File: src/rtl/seq_det_pkg.sv
`default_nettype none
// ============================================================================
// Module : seq_det_pkg
// Brief  : State encoding shared by the "10010" Mealy sequence detector.
// Rev    : 1.0  initial release
// ============================================================================
package seq_det_pkg;

    // Each state names the longest prefix of "10010" matched so far
    typedef enum logic [2:0] {
        S0 = 3'd0,
        S1 = 3'd1,
        S2 = 3'd2,
        S3 = 3'd3,
        S4 = 3'd4
    } state_t;

endpackage
`default_nettype wire

File: src/rtl/seq_detector_10010_mealy_2bit_overlapping.sv
`default_nettype none
// ============================================================================
// Module : seq_detector_10010_mealy_2bit_overlapping
// Brief  : Overlapping Mealy detector for serial pattern "10010", zero latency.
// Rev    : 1.0  initial release
// ============================================================================
module seq_detector_10010_mealy_2bit_overlapping
    import seq_det_pkg::*;
(
    input  logic clk,
    input  logic reset,
    input  logic din,
    output logic dout
);

    state_t r_state;
    state_t w_next;

    always_ff @(posedge clk) begin
        if (reset) begin
            r_state <= S0;
        end else begin
            r_state <= w_next;
        end
    end

    always_comb begin
        w_next = S0;
        case (r_state)
            S0:      w_next = din ? S1 : S0;
            S1:      w_next = din ? S1 : S2;
            S2:      w_next = din ? S1 : S3;
            S3:      w_next = din ? S4 : S0;
            // A detect leaves the trailing "10" as the next candidate's start
            S4:      w_next = din ? S1 : S2;
            default: w_next = S0;
        endcase
    end

    // Gating with reset keeps dout clean before the first edge defines the state
    assign dout = (r_state == S4) && !din && !reset;

endmodule
`default_nettype wire

File: config.mk
export PLATFORM = sky130hd
export DESIGN_NAME = seq_detector_10010_mealy_2bit_overlapping
export DESIGN_NICKNAME = d
export VERILOG_FILES = /design/src/rtl/seq_det_pkg.sv /design/src/rtl/seq_detector_10010_mealy_2bit_overlapping.sv
export SDC_FILE = /design/constraint.sdc
export NUM_CORES = 1
export LEC_CHECK = 0
export ABC_CLOCK_PERIOD_IN_PS = 1100
export BUFFER_PORTS_ARGS = -buffer_cell sky130_fd_sc_hd__clkbuf_2
export CORE_AREA = 4 4 41 43
export DETAILED_ROUTE_END_ITERATION = 10
export DIE_AREA = 0 0 45 47
export SLEW_MARGIN = 5
export SYNTH_ARGS = -nofsm -noshare
export SYNTH_HDL_FRONTEND = slang
export SYNTH_SLANG_ARGS = --single-unit
File: constraint.sdc
create_clock -name clk -period 1.1 [get_ports clk]
set_input_delay 0.165 -clock clk [delete_from_list [all_inputs] [get_ports clk]]
set_output_delay 0.165 -clock clk [all_outputs]
set_load 0.005 [all_outputs]
# Word level (Yosys, flattened, before mapping)
# Cells that the tools add are included.
[totals]
ff_bits = 3
in_bits = 3
out_inout_bits = 1
elab_cells = 16
[classes]
n_eq_ne = 4
n_mux = 5
reduce_logical = 6
[ops]
columns = ["operator", "count"]
rows = [
  ["case mux 3 bit (4 select lines)", 1],
  ["equality test 3 x 2 -> 1 bit, second input constant", 2],
  ["2-to-1 mux 2 bit", 2],
  ["equality test 3 x 1 -> 1 bit, second input constant", 1],
  ["equality test 3 bit, second input constant", 1],
  ["logical NOT 3 bit", 1],
  ["2-to-1 mux 3 bit", 1],
  ["logical AND 1 bit", 2],
  ["logical NOT 1 bit", 2],
  ["OR reduction 2 bit", 1],
  ["2-to-1 mux 1 bit", 1],
]

# Logic depth before layout (Yosys ltp)
[depth]
word_depth = 3
ltp_mapped = 3
mapped_depth_nobuf = 3

# Worst setup path after synthesis
# Ideal clock, no wire load.
[synth_path]
kind = "reg-to-output"
startpoint = "reg r_state[1]"
endpoint = "out dout"
t_arrival_ns = 0.942
t_required_ns = 0.935
setup_slack_ns = -0.007
stages_incl_launch_ff = 3
n_path_buf = 0
cell_sequence = "dfxtp_1 or4_1 nor2_1"
[synth_via]
elab_chain_cells = 3
[synth_rtl]
columns = ["item", "line_no", "source"]
rows = [
  ["start, declared", "seq_detector_10010_mealy_2bit_overlapping.sv:16", "state_t r_state;"],
  ["start signal, assigned", "seq_detector_10010_mealy_2bit_overlapping.sv:23", "r_state <= w_next;"],
  ["equality test 3 bit", "seq_detector_10010_mealy_2bit_overlapping.sv:41", "assign dout = (r_state == S4) && !din && !reset;"],
  ["logical AND 1 bit (2 in series)", "seq_detector_10010_mealy_2bit_overlapping.sv:41", ""],
  ["end, declared", "seq_detector_10010_mealy_2bit_overlapping.sv:13", "output logic dout"],
]
# No other way between the ends.

# Final worst setup path
# Ends and elaborated chain as after synthesis.

==> metrics.md <==
| Metric | Value |
|---|---|
| Status | `finished with violations` |
| Violated checks | `negative setup slack` |
| CP Capture Type | `output pin` |
| N_diodes | `0` |
| Commonest non-fill, non-tap cells in the layout | `5 x buf_4, 3 x clkbuf_4, 3 x dfxtp_1` |
| Syn_nets | `19` |
| Post-synth top area share | `0.407` |
| Synthesized area | `148 µm²` |
| First-pass GRT wire length | `approximately 540 µm` |
| Slowest cell on crit path | `or4_1` |
| Routed wire length per instance | `7.58 µm` |
| Gr usage total | `0.0419` |
| Reg2reg path depth | `3` |
| Via Count | `150` |
| R2r startpoint | `r_state[1]` |
| Hold path depth | `3` |
| Worst-Skew Late Latency | `between 0.2 and 0.25 ns` |
| Finish-stage setup viols | `1` |
| Num CTS Buffers | `3` |
| Area growth, synth to finish | `66.1%` |
| Biggest register | `r_state` |
| Top Ports | `4` |
| Worst relative slew slack | `0.889` |
| Arrival @ worst endpoint | `1.18 ns` |
| RSZ-0062 raised after global routing | `true` |
| Nets | `32` |
| RR Endpoint | `r_state[0]` |
| Seq cells post-synth | `3` |
| DRC errors left | `0` |
| Vias in the first global route | `144` |
| Worst Setup Start Kind | `flip-flop` |
| Initial DRC Count | `0` |
| Largest regs | `r_state: 3 flops` |
| Seq/Total Area, Yosys | `0.407` |
| Slowest stage delay, CP | `0.45 ns` |
| CTS tree | `built` |
| Tmin final | `1.34 ns` |
| Fillers | `160` |
| Hold Crit Start | `din` |
| Most common cell after layout, fill and taps aside | `buf_4` |
| Rows | `13` |
| CTS clk-pin slew, worst paths | `0.03 ns` |
| Sequence of cells on the critical path | `or4_1 -> nor2_1 -> buf_2` |
| Die Height | `between 40 and 50 µm` |
| Worst Setup SP | `r_state[1]` |
| Layout cells sized above 1 | `0.464` |
| Hold WS | `0.230 ns` |
| Clk_skew | `0.00576 ns` |
| Starting Density | `0.113` |
| Reg2Reg Setup Slack | `around 0.040 ns` |
| Die area | `0.00212 mm²` |
| Max clock buf depth | `2` |
| Clock sink count | `3` |
| CP Class | `reg2out` |
| Htree depth | `1` |
| Initial antenna violation count | `0` |
| Hold_buf cts | `0` |
| Pwr dens | `1460 mW/mm²` |
| Min-delay worst type | `in2reg` |
| Final worst path period share | `1.22` |
| Slew Viols, Final | `0` |
| Largest net degree at the start of global routing | `6` |
| Hold endpoint | `r_state[1]` |
| Post-place setup slack | `-0.0693 ns` |
| Max Clk Rate | `744 MHz` |
| GRT overflow | `0` |
| P_leak | `roughly 0.00011 µW` |
| Syn avg cell area | `9.23 µm²` |
| Syn Inst Count | `16` |
| Final wirelength | `326 µm` |
| Die outline width | `45 µm` |
| Max-cap violations | `0` |
| Yosys cell types | `13` |
| Synth Warn # | `0` |
| Peak supply drop | `231 µV` |
| Slew at the pin closest to its max-slew limit | `0.166 ns` |
| Crit path required time | `~0.94 ns` |
| Routability congestion estimate | `0.713` |
| DRT Pass-1 Iters | `1` |
| Max FFs per register | `3` |
| Std-Cell Core Area | `0.00130 mm²` |
| Synth area leader | `dfxtp_1` |
| Port Buf Inserts | `3` |
| DRT antenna net count | `0` |
| Final hold vios | `0` |
| Root buffer cell | `clkbuf_4` |
| Synth top area cells | `dfxtp_1 41%, nor4b_2 10%, mux2i_1 6.8%` |
| Post-route setup slack | `-0.245 ns` |
| CP Max Fanout | `2` |
| Via/cell ratio | `3.49` |
-- stage by stage --
step,utilization,instances,power [µW],area [µm²],setup TNS (ns)
after global placement,0.168,39,166,219,-0.0572
after floorplan,-,16,141,148,-0.00691
final,0.188,43,359,245,-0.245
after CTS,0.188,43,373,245,-0.323
after detailed placement,0.168,39,167,219,-0.0693
after global routing,0.188,43,383,245,-0.295
-- worst max-delay path by stage --
| stage | end | slack (ns) | depth (start not counted) |
|---|---|---|---|
| 2_1_floorplan | dout | -0.007 | 2 |
| 3_5_place_dp | dout | -0.07 | 3 |
| 4_1_cts | dout | -0.32 | 3 |
| 3_3_place_gp | dout | -0.06 | 3 |
| 6_report | dout | -0.24 | 3 |
| 5_1_grt | dout | -0.29 | 3 |
-- layout make-up --
type	instances	area, µm²	area share
well taps	15	18.8	0.0765
repair buffers	8	52.6	0.214
multi-input cells	12	83.8	0.342
clock buffers	4	26.3	0.107
flip-flops and latches	3	60.1	0.245
inverters	1	3.75	0.0153
-- worst max-delay path: cells and delay by family (launching register included) --
kind          cells  cell delay [ns]
buf+inv           1             0.11
flops             1             0.30
simple gates      2             0.54
-- Yosys cell counts --
master    count
nor2_1        2
nor4b_2       1
nand2_1       1
nand2b_1      1
dfxtp_1       3
or3_2         1
inv_1         1
xor2_1        1
mux2i_1       1
nor3_1        1
o21ai_0       1
o31ai_1       1
or4_1         1
-- what timing repair did --
item	CTS	global route
resized for setup	0	1
pin swaps	2	2
setup endpoints to repair	1	1
setup buffers	0	0
-- layer usage --
metal	GRT usage	part of all wire
met1	0.0387	0.47
met2	0.0508	0.40
met3	0.0345	0.12
met4	0.0526	0
met5	0	0
-- power by group --
| group | total, µW | internal, µW | switching (µW) |
|---|---|---|---|
| Clock | 194 | 136 | 57.8 |
| Sequential | 119 | 116 | 2.82 |
| Combinational | 46.3 | 26.3 | 19.9 |
| Total | 359 | 278 | 80.6 |
-- cells by family after synthesis --
group                  count (synthesis)  synth area share
XOR/XNOR                               1            0.0593
multiplexers                           1            0.0678
buffers and inverters                  1            0.0254
flip-flops                             3             0.407
AO/OA/AOI/OAI                          2            0.0847
AND/OR/NAND/NOR                        8             0.356
Power figures use the tool's default switching activity.
